[config.mk]
export PLATFORM = sky130hd
export DESIGN_NAME = serial_frame_rx
export DESIGN_NICKNAME = d
export VERILOG_FILES = /design/src/rtl/serial_frame_pkg.sv /design/src/rtl/serial_frame_hold.sv /design/src/rtl/serial_frame_rx.sv
export SDC_FILE = /design/constraint.sdc
export NUM_CORES = 1
export LEC_CHECK = 0
export CORE_ASPECT_RATIO = 0.75
export CORE_UTILIZATION = 33
export CTS_BUF_LIST = sky130_fd_sc_hd__clkbuf_16
export CTS_CLUSTER_SIZE = 12
export DETAILED_ROUTE_END_ITERATION = 7
export GPL_TIMING_DRIVEN = 0
export PLACE_DENSITY = 0.59
export SLEW_MARGIN = 20
export SYNTH_ARGS = -nofsm -noshare
export SYNTH_HDL_FRONTEND = slang
export SYNTH_SLANG_ARGS = --single-unit
[constraint.sdc]
create_clock -name clk -period 2.8 [get_ports clk]
set_clock_uncertainty 0.2 [all_clocks]
set_input_delay 0.7 -clock clk [delete_from_list [all_inputs] [get_ports clk]]
set_output_delay 0.7 -clock clk [all_outputs]
set_load 0.02 [all_outputs]
[src/rtl/serial_frame_pkg.sv]
// Shared types and helpers for the serial frame receiver and its holding register.
package serial_frame_pkg;

    localparam int DEFAULT_WIDTH = 8;
    localparam int MAX_WIDTH     = 32;

    typedef enum logic [1:0] {
        IDLE   = 2'd0,
        DATA   = 2'd1,
        PARITY = 2'd2
    } state_t;

    // Even-parity bit for a word zero-extended to MAX_WIDTH.
    function automatic logic parity_of(input logic [MAX_WIDTH-1:0] bits);
        return ^bits;
    endfunction

endpackage

[src/rtl/serial_frame_hold.sv]
// One-word valid/ready holding register; flags a sticky overflow when a
// completed word arrives while the held word is not being drained.
module serial_frame_hold
    import serial_frame_pkg::*;
#(
    parameter int WIDTH = DEFAULT_WIDTH
) (
    input  logic             clk,
    input  logic             rst,
    input  logic             load_vld,
    input  logic [WIDTH-1:0] load_data,
    input  logic             load_perr,
    input  logic             dout_rdy,
    input  logic             ovf_clr,
    output logic [WIDTH-1:0] dout,
    output logic             dout_vld,
    output logic             par_err,
    output logic             ovf
);

    logic [WIDTH-1:0] data_q, data_d;
    logic             vld_q, vld_d;
    logic             perr_q, perr_d;
    logic             ovf_q, ovf_d;

    logic take;
    logic accept;
    logic drop;

    // A word draining this cycle frees the slot for a word landing this cycle.
    always_comb begin
        take   = vld_q & dout_rdy;
        accept = load_vld & (~vld_q | take);
        drop   = load_vld & ~accept;
        data_d = accept ? load_data : data_q;
        perr_d = accept ? load_perr : perr_q;
        vld_d  = accept | (vld_q & ~take);
        ovf_d  = drop | (ovf_q & ~ovf_clr);
    end

    always_ff @(posedge clk or negedge rst) begin
        if (!rst) begin
            data_q <= '0;
            vld_q  <= 1'b0;
            perr_q <= 1'b0;
            ovf_q  <= 1'b0;
        end else begin
            data_q <= data_d;
            vld_q  <= vld_d;
            perr_q <= perr_d;
            ovf_q  <= ovf_d;
        end
    end

    assign dout     = data_q;
    assign dout_vld = vld_q;
    assign par_err  = perr_q;
    assign ovf      = ovf_q;

endmodule

[src/rtl/serial_frame_rx.sv]
// Serial frame receiver: start bit, WIDTH data bits MSB-first, optional even
// parity bit; completed words go to a one-word valid/ready holding register.
module serial_frame_rx
    import serial_frame_pkg::*;
#(
    parameter int WIDTH     = DEFAULT_WIDTH,
    parameter bit PARITY_EN = 1'b1
) (
    input  logic             clk,
    input  logic             rst,
    input  logic             din,
    input  logic             din_vld,
    output logic [WIDTH-1:0] dout,
    output logic             dout_vld,
    input  logic             dout_rdy,
    output logic             par_err,
    output logic             ovf,
    input  logic             ovf_clr,
    output logic             busy
);

    localparam int              CW       = $clog2(WIDTH) + 1;
    localparam logic [CW-1:0]   LAST_BIT = CW'(WIDTH - 1);

    state_t           state_q, state_d;
    logic [WIDTH-1:0] shift_q, shift_d;
    logic [CW-1:0]    cnt_q, cnt_d;

    logic [WIDTH-1:0] shift_in;
    logic             word_done;
    logic [WIDTH-1:0] word_data;
    logic             word_perr;

    assign shift_in = {shift_q[WIDTH-2:0], din};

    always_ff @(posedge clk or negedge rst) begin
        if (!rst) begin
            state_q <= IDLE;
            shift_q <= '0;
            cnt_q   <= '0;
        end else begin
            state_q <= state_d;
            shift_q <= shift_d;
            cnt_q   <= cnt_d;
        end
    end

    // Invalid cycles leave everything untouched, which gives the stall behaviour.
    always_comb begin
        state_d = state_q;
        shift_d = shift_q;
        cnt_d   = cnt_q;
        case (state_q)
            IDLE: begin
                if (din_vld && din) begin
                    state_d = DATA;
                    cnt_d   = '0;
                end
            end
            DATA: begin
                if (din_vld) begin
                    shift_d = shift_in;
                    if (cnt_q == LAST_BIT) begin
                        if (PARITY_EN) begin
                            state_d = PARITY;
                            cnt_d   = cnt_q + CW'(1);
                        end else begin
                            state_d = IDLE;
                            cnt_d   = '0;
                        end
                    end else begin
                        cnt_d = cnt_q + CW'(1);
                    end
                end
            end
            PARITY: begin
                if (din_vld) begin
                    state_d = IDLE;
                    cnt_d   = '0;
                end
            end
            default: state_d = IDLE;
        endcase
    end

    always_comb begin
        busy      = (state_q != IDLE);
        word_done = 1'b0;
        word_data = shift_q;
        word_perr = 1'b0;
        case (state_q)
            DATA: begin
                if (din_vld && (cnt_q == LAST_BIT) && !PARITY_EN) begin
                    word_done = 1'b1;
                    word_data = shift_in;
                end
            end
            PARITY: begin
                if (din_vld) begin
                    word_done = 1'b1;
                    word_perr = din ^ parity_of(MAX_WIDTH'(shift_q));
                end
            end
            default: ;
        endcase
    end

    serial_frame_hold #(
        .WIDTH(WIDTH)
    ) u_hold (
        .clk       (clk),
        .rst       (rst),
        .load_vld  (word_done),
        .load_data (word_data),
        .load_perr (word_perr),
        .dout_rdy  (dout_rdy),
        .ovf_clr   (ovf_clr),
        .dout      (dout),
        .dout_vld  (dout_vld),
        .par_err   (par_err),
        .ovf       (ovf)
    );

endmodule

[Yosys cells after proc, flatten, opt, wreduce, memory -nomap -nowiden]
Index checks and enable logic that the tools add are counted.
Cells by class
  add/subtract/negate cells: 1
  multipliers: 0
  div/mod/pow operators: 0
  magnitude comparators: 0
  equality and inequality tests: 7
  shifts and indexed selects: 0
  muxes and demuxes: 13
  bitwise logic cells: 13
  reduce and logical (&&, ||, !) cells: 8
Operator list (count)
  $reduce_xor A32 Y1: 1
  $mux W4: 3
  $pmux W4 S3: 1
  $mux W2: 4
  $ne A2 B2 Y1 const B: 4
  $reduce_and A4 Y1: 2
  $pmux W2 S3: 1
  $and A1 B1 Y1: 5
  $add A4 B1 Y4 const B: 1
  $eq A4 B3 Y1 const B: 1
  $mux W1: 4
  $not A1 Y1: 4
  $or A1 B1 Y1: 3
  $reduce_bool A3 Y1: 1
  $eq A2 B1 Y1 const B: 1
  $eq A2 B2 Y1 const B: 1
  $logic_not A2 Y1: 1
  $reduce_and A2 Y1: 1
  $reduce_bool A2 Y1: 1
  $logic_and A1 B1 Y1: 1
  $xor A1 B1 Y1: 1
Word-level totals
  flip-flop bits (word level): 25
  bits in latches: 0
  bits in writable memories: 0
  ROM bits: 0
  bits of input ports: 6
  word-level logic and storage cells: 49
  memories kept: 0

[Longest topological paths before layout]
Gate-level depths: netlist of the first run.
  depth after elaboration: 6
  mapped depth: 5
  gate-level depth less buffers: 5

[Hierarchy]
Synthesis of the first run repeated with hierarchy kept, for this count alone.
Unflattened totals
  cells, all modules: 91
  area total of the unflattened synthesis: 1174.9 um^2
By module, submodules not included
  serial_frame_rx: times used 1, cells each 65, area each 755.7 um^2, sequential area each 350.3 um^2
  serial_frame_hold: times used 1, cells each 26, area each 419.2 um^2, sequential area each 275.3 um^2

[Worst setup path after synthesis of the first run]
Ideal clock, no wire load.
  kind: input to register
  start: input din_vld
  end: register u_hold.data_q[0], in the netlist u_hold.dout[0]
  arrival time: 1.609 ns
  data required time: 2.475 ns
  slack: 0.866 ns
  stages: 5
  path buffers: 2
  cells stage by stage: buf_2 > nand3_1 > nor2b_1 > buf_2 > mux2_2
Between the ends
  longest elaborated chain between the ends: 3
Ends and longest elaborated chain
  start, declared: RTL line serial_frame_rx.sv:12  | input logic din_vld,
  $mux W1: RTL line serial_frame_rx.sv:99  | if (din_vld) begin
  $mux W1: RTL line serial_frame_rx.sv:91  | case (state_q)
  $and A1 B1 Y1: RTL line serial_frame_hold.sv:33  | accept = load_vld & (~vld_q | take);
  end signal, assigned: RTL line serial_frame_hold.sv:48  | data_q <= data_d;
  end, declared: RTL line serial_frame_hold.sv:21  | logic [WIDTH-1:0] data_q, data_d;
Every way passes these cells.
A chain may end at the register's enable or synchronous reset.

[Final worst setup path of the first run]
  start: register state_q[1]
  end: output busy
Between the ends
  longest elaborated chain between the ends: 1
Ends and longest elaborated chain
  start, declared: RTL line serial_frame_rx.sv:25  | state_t state_q, state_d;
  start signal, assigned: RTL line serial_frame_rx.sv:42  | state_q <= state_d;
  $reduce_bool A2 Y1: RTL line serial_frame_rx.sv:87  | busy = (state_q != IDLE);
  end, declared: RTL line serial_frame_rx.sv:19  | output logic busy
Every way passes these cells.

==> metrics, run 1 <==
outcome completed; crit-path max FO 10; CTS Root Cell clkbuf_16; cell taking the most area after synthesis dfrtp_1; Port Buffers 16; fraction of registers with async set/reset 1.000; routed len/inst 12.16 um; worst stage delay on the critical path 0.59 ns; Area growth syn-to-layout 25.14%; Avg Vias per Cell 4.903; initial cell density of the core 0.3451; Die Height 52.79 um; share of layout cells above drive strength 1 0.2281; maxcap violations 0; core region area 3288 sq um; clock-pin slew on the worst setup and hold paths 0.06 ns; slowest CP cell clkdlybuf4s50_1; CTS buffer count 3; Worst EP arrival 1.72 ns; crit end category output port; worst ir drop on vdd 0.3347 mV; CP top delay family buffers and inverters; Routed WL 1872 um; M1 WL 952 um; Die W 69.72 um; Mapped Cells 94; vias in the first global route 728; Slew Limit Fails 0; H-tree levels 1; DRC viols 0; CTS Hold Bufs 0; Reg-to-Reg End u_hold.dout[1]; part of the Yosys area used for sequential elements 0.5513; pwr/cell area 1054 nW/um^2; most common flop cell mapped by yosys dfrtp_1; initial antenna violation count 0; Hold Crit Class input pin to async pin; critical path cell sequence clkbuf_1, or2_2, clkdlybuf4s50_1; Syn Nets 101; period utilization 0.9363; global-route usage over all layers 0.1199; Routed Antenna Nets 0; Tightest Pin Transition 0.5438 ns; Netlist Area Pre-Place 1135 sq um; drt first pass iters 4; Setup TNS 0 ns; Worst EP required 1.90 ns; Final Critical Period 2.622 ns; number of vias in the routed layout 755; top cells by area, synth dfrtp_1 (55%), mux2_2 (16%), xnor2_1 (3.9%), nand2_1 (2.6%), xnor3_1 (2.0%); Final #Nets 122; first-pass GRT wire length 3339 um; Ys Warns 0; # Post-CTS Setup Buffers 0; CTS tree built; WHS 0.2252 ns; number of synthesized flops with an enable pin 0; synth unique cells 25; #FFs+latches synth 25; dpl hpwl 1308 um; Worst-Skew Late Latency 0.25 ns; placer congestion estimate 0.7274; total gr overflow 0; slew margin rel. 0.6375; Resized cells post-CTS 0; Max Clk Rate 381.5 MHz; Leak Pwr 0.6322 nW; RSZ-0062 raised after global routing false; largest net degree at the start of global routing 26; Final Util 0.4319; # diodes 0; die area 3680 sq um; Clock Tree Buf Depth 2; Worst path depth 3; top-area cell type share of the netlist area 0.5513; DR iter-0 viols 25; I/O pin cnt 18; FP Rows 18; final hold violation count 0; Setup CP Type flop to output port; DR WL met3 82 um; final setup vio count 0; Syn Area/Cell 12.07 sq um; reg-to-reg startpoint state_q[0]; Sink Count 25; top sig layer met4; crit path launch type flop; Worst R2R Path Depth 5; worst reg2reg setup slack 0.98 ns; worst path bufs/invs 2; met2 WL 812 um
[Yosys cell counts, types with 2 or more instances]
cell type and number:
o2bb2ai_1 2, inv_1 4, nand2b_1 2, nand3_1 2
a31oi_1 2, buf_2 3, o21ai_0 4, nand2_1 8
nor2_1 3, nor2b_1 2, dfrtp_1 25, a21oi_1 3
o22ai_1 2, mux2_2 16, nor3_1 2, xnor2_1 5
[per-stage QoR]
stage                     area, sq um  setup slack [ns]  power [mW]  cells
final                            1420            0.1784       1.497    154
after global routing             1420           0.07077       1.603    154
after CTS                        1425            0.1715       1.514    154
after detailed placement         1345            0.4242       1.202    150
after global placement           1345            0.4483       1.187    150
after floorplan                  1135            0.8661       1.039     94
[sequential cells by signal, indices dropped and copies added, names as in the netlist]
register,cells
shift_q,8
u_hold.dout,8
cnt_q,4
state_q,2
u_hold.dout_vld,1
u_hold.ovf,1
u_hold.par_err,1
[power breakdown]
part	leakage [nW]	total (mW)	internal, mW	switching (mW)
sequential	0.322	0.606	0.485	0.121
clock	0.0409	0.308	0.192	0.116
combinational	0.269	0.584	0.356	0.227
total	0.632	1.50	1.03	0.464
[routing by layer]
metal,track usage,up-vias
met5,0,-
met4,0.04000,0
met3,0.04615,2
met2,0.1812,13
met1,0.1583,374
li1,-,366
[final cells by class]
cell class | instances | area (sq um)
fill | 290 | 1868
sequential | 25 | 625.6
multi-input combinational | 61 | 475.5
timing repair buffer | 16 | 155.1
clock buffer | 3 | 75.07
tap | 40 | 50.05
buffer | 4 | 18.77
inverter | 4 | 15.01
clock inverter | 1 | 5.005
[cell families after synthesis]
family | Yosys count | share of synthesized area
XOR/XNOR | 7 | 0.06615
AO/OA/AOI/OAI | 15 | 0.08269
AND/OR/NAND/NOR | 21 | 0.08710
adder cells (fa/ha/maj) | 1 | 0.01102
buffers and inverters | 8 | 0.02976
flip-flops | 25 | 0.5513
multiplexers | 17 | 0.1720
[how the worst max path moves through the flow]
stage / slack (ns) / from / endpoint
2_1_floorplan: 0.87 / din_vld / u_hold.dout[0]
3_3_place_gp: 0.45 / dout_rdy / u_hold.dout[2]
3_5_place_dp: 0.42 / dout_rdy / u_hold.dout[1]
4_1_cts: 0.17 / state_q[1] / busy
5_1_grt: 0.07 / state_q[1] / busy
6_report: 0.18 / state_q[1] / busy
[cells in the final DEF, fill, tap and decap left out, drive strengths merged, types with 3 or more instances in the layout]
cell type	n
mux2	17
a21oi	3
inv	4
nand2	8
xnor2	5
dfrtp	25
nor2	3
buf	4
o21ai	4
clkdlybuf4s50	15
clkbuf	4
Note: power is estimated with default switching activity, not from simulation.
==> run 2, diff against run 1 <==
Settings changed: HOLD_SLACK_MARGIN set to 0.08, PLACE_DENSITY 0.59 to 0.58, SYNTH_HIERARCHICAL set to 1.
==> run 2 against run 1 <==
Global-route usage grew 0.14 points. Non-clock buffer count shrank 1. Synthesized area grew 3.5%. Final area grew 2.8%. Synthesized cell count shrank 3.2%. Sequential cell count is the same. Maximum frequency shrank 0.94%. Setup slack lost 0.025 ns. Wire length grew 8.9%. Sequential power shrank 3%. Cell count shrank 1.9%. Largest cell class unchanged.
==> metrics, run 2 <==
outcome completed; Layout Cells excl Fill 151; slew margin rel. 0.6194; Routed Antenna Nets 0; first-pass GRT wire length 3450 um; Ys Warns 6; initial antenna violation count 0; cell taking the most area after synthesis dfrtp_1; DRC viols 0; CTS Root Cell clkbuf_16; filler instances 320; Resized cells post-CTS 0; crit end category output port; Final #Nets 119; dpl cells 147; drt first pass iters 6; worst reg2reg setup slack 1.00 ns; Netlist Area Pre-Place 1175 sq um; Final Util 0.4381; setup ws final 0.1536 ns; Mapped Cells 91; Max Clk Rate 377.9 MHz; most frequent cells in the layout dfrtp_1 (25), mux2_2 (18), clkdlybuf4s50_1 (15); CTS tree built; initial cell density of the core 0.3525; top cells by area, synth dfrtp_1 (53%), mux2_2 (17%), xnor3_1 (3.8%), inv_1 (1.6%), nand2_1 (1.6%); Worst EP required 1.90 ns; Setup TNS 0 ns; most common cell in the netlist dfrtp_1; Die Height 53.68 um; Post-Place Setup Slack 0.2001 ns; core region area 3333 sq um; dpl hpwl 1460 um; period utilization 0.9451; die area 3806 sq um; Sink Count 25; Setup CP Type flop to output port; Final Critical Period 2.646 ns; top-area cell type share of the netlist area 0.5325; # Post-CTS Setup Buffers 0; final hold violation count 0; DR iter-0 viols 28; FP Rows 18; Leak Pwr 0.6663 nW; I/O pin cnt 18; Avg Vias per Cell 5.013; most common cell after layout, fill and taps aside dfrtp_1; CTS buffer count 3; share of layout cells above drive strength 1 0.2523; RSZ-0062 raised after global routing false; Worst-Skew Late Latency 0.25 ns; Worst EP arrival 1.75 ns; global-route usage over all layers 0.1213; Syn Nets 98; Port Buffers 16; routed len/inst 13.50 um; vias in the first global route 728; total gr overflow 0; final setup vio count 0; synth unique cells 33; Slew Limit Fails 0; worst ir drop on vdd 0.3567 mV; Clock Tree Buf Depth 2; crit path launch type flop; number of vias in the routed layout 757; Die W 70.90 um; Overall Power 1.357 mW; # diodes 0; Area growth syn-to-layout 24.28%; crit-path max FO 10; placer congestion estimate 0.7914; clock-pin slew on the worst setup and hold paths 0.06 ns; fraction of registers with async set/reset 1.000; Syn Area/Cell 12.91 sq um; pwr/cell area 929.4 nW/um^2; synth cell count leaders dfrtp_1 (25), mux2_2 (18), inv_1 (5), nand2_1 (5), a21oi_1 (3); most common flop cell mapped by yosys dfrtp_1; H-tree levels 1; #FFs+latches synth 25; Tightest Pin Transition 0.5708 ns; part of the Yosys area used for sequential elements 0.5325; Hold Crit Class input pin to async pin; largest net degree at the start of global routing 26; CTS Hold Bufs 0; number of synthesized flops with an enable pin 0; maxcap violations 0; Routed WL 2038 um
## run 2: path summary, 6_finish.rpt
kind                                start        endpoint  depth (start not counted)
min in group clk           u_hold/dout[3]  u_hold/dout[3]                          1
min                                   rst      shift_q[6]                          1
max reg2reg                    state_q[0]  u_hold/dout[1]                          4
min reg2reg                u_hold/dout[3]  u_hold/dout[3]                          1
max in group asynchronous             rst      state_q[0]                          1
max                            state_q[0]            busy                          3
## run 2: kinds of logic after synthesis
group	after synthesis	synth area share
flip-flops	25	0.5325
XOR/XNOR	5	0.06070
AO/OA/AOI/OAI	14	0.08201
buffers and inverters	8	0.02662
AND/OR/NAND/NOR	19	0.1065
adder cells (fa/ha/maj)	1	0.01065
multiplexers	19	0.1810
## run 2: area by class of cell
class,instances,area (sq um),share of cell area
Tap cell,40,50.05,0.03428
Clock buffer,3,75.07,0.05141
Sequential cell,25,625.6,0.4284
Inverter,5,18.77,0.01285
Multi-Input combinational cell,58,518.0,0.3548
Clock inverter,1,5.005,0.003428
Buffer,3,12.51,0.008569
Timing Repair Buffer,16,155.1,0.1063
## run 2: power by group
part | switching, mW | total [mW] | internal [mW]
logic | 0.171 | 0.463 | 0.291
clock network | 0.117 | 0.309 | 0.192
registers | 0.115 | 0.586 | 0.470
total | 0.404 | 1.36 | 0.953
## run 2: per-layer routing
| layer | global-route usage | share of wire | vias to the layer above |
|---|---|---|---|
| met3 | 0.03933 | 0.035 | 2 |
| met2 | 0.1971 | 0.43 | 17 |
| li1 | - | - | 364 |
| met5 | 0 | 0 | - |
| met1 | 0.1593 | 0.52 | 374 |
| met4 | 0.03000 | 0.010 | 0 |
## run 2: critical path, cell delays in order (launching register included)
cell	delay (ns)
dfrtp_1	0.41
clkbuf_1	0.22
or2_2	0.33
clkdlybuf4s50_1	0.53
## run 2: stage by stage
step	hold slack (ns)	cell area (sq um)
final	0.2359	1460
after global routing	0.2695	1460
after CTS	0.3062	1465
after detailed placement	0.2924	1385
after global placement	0.2862	1385
after floorplan	0.2044	1175
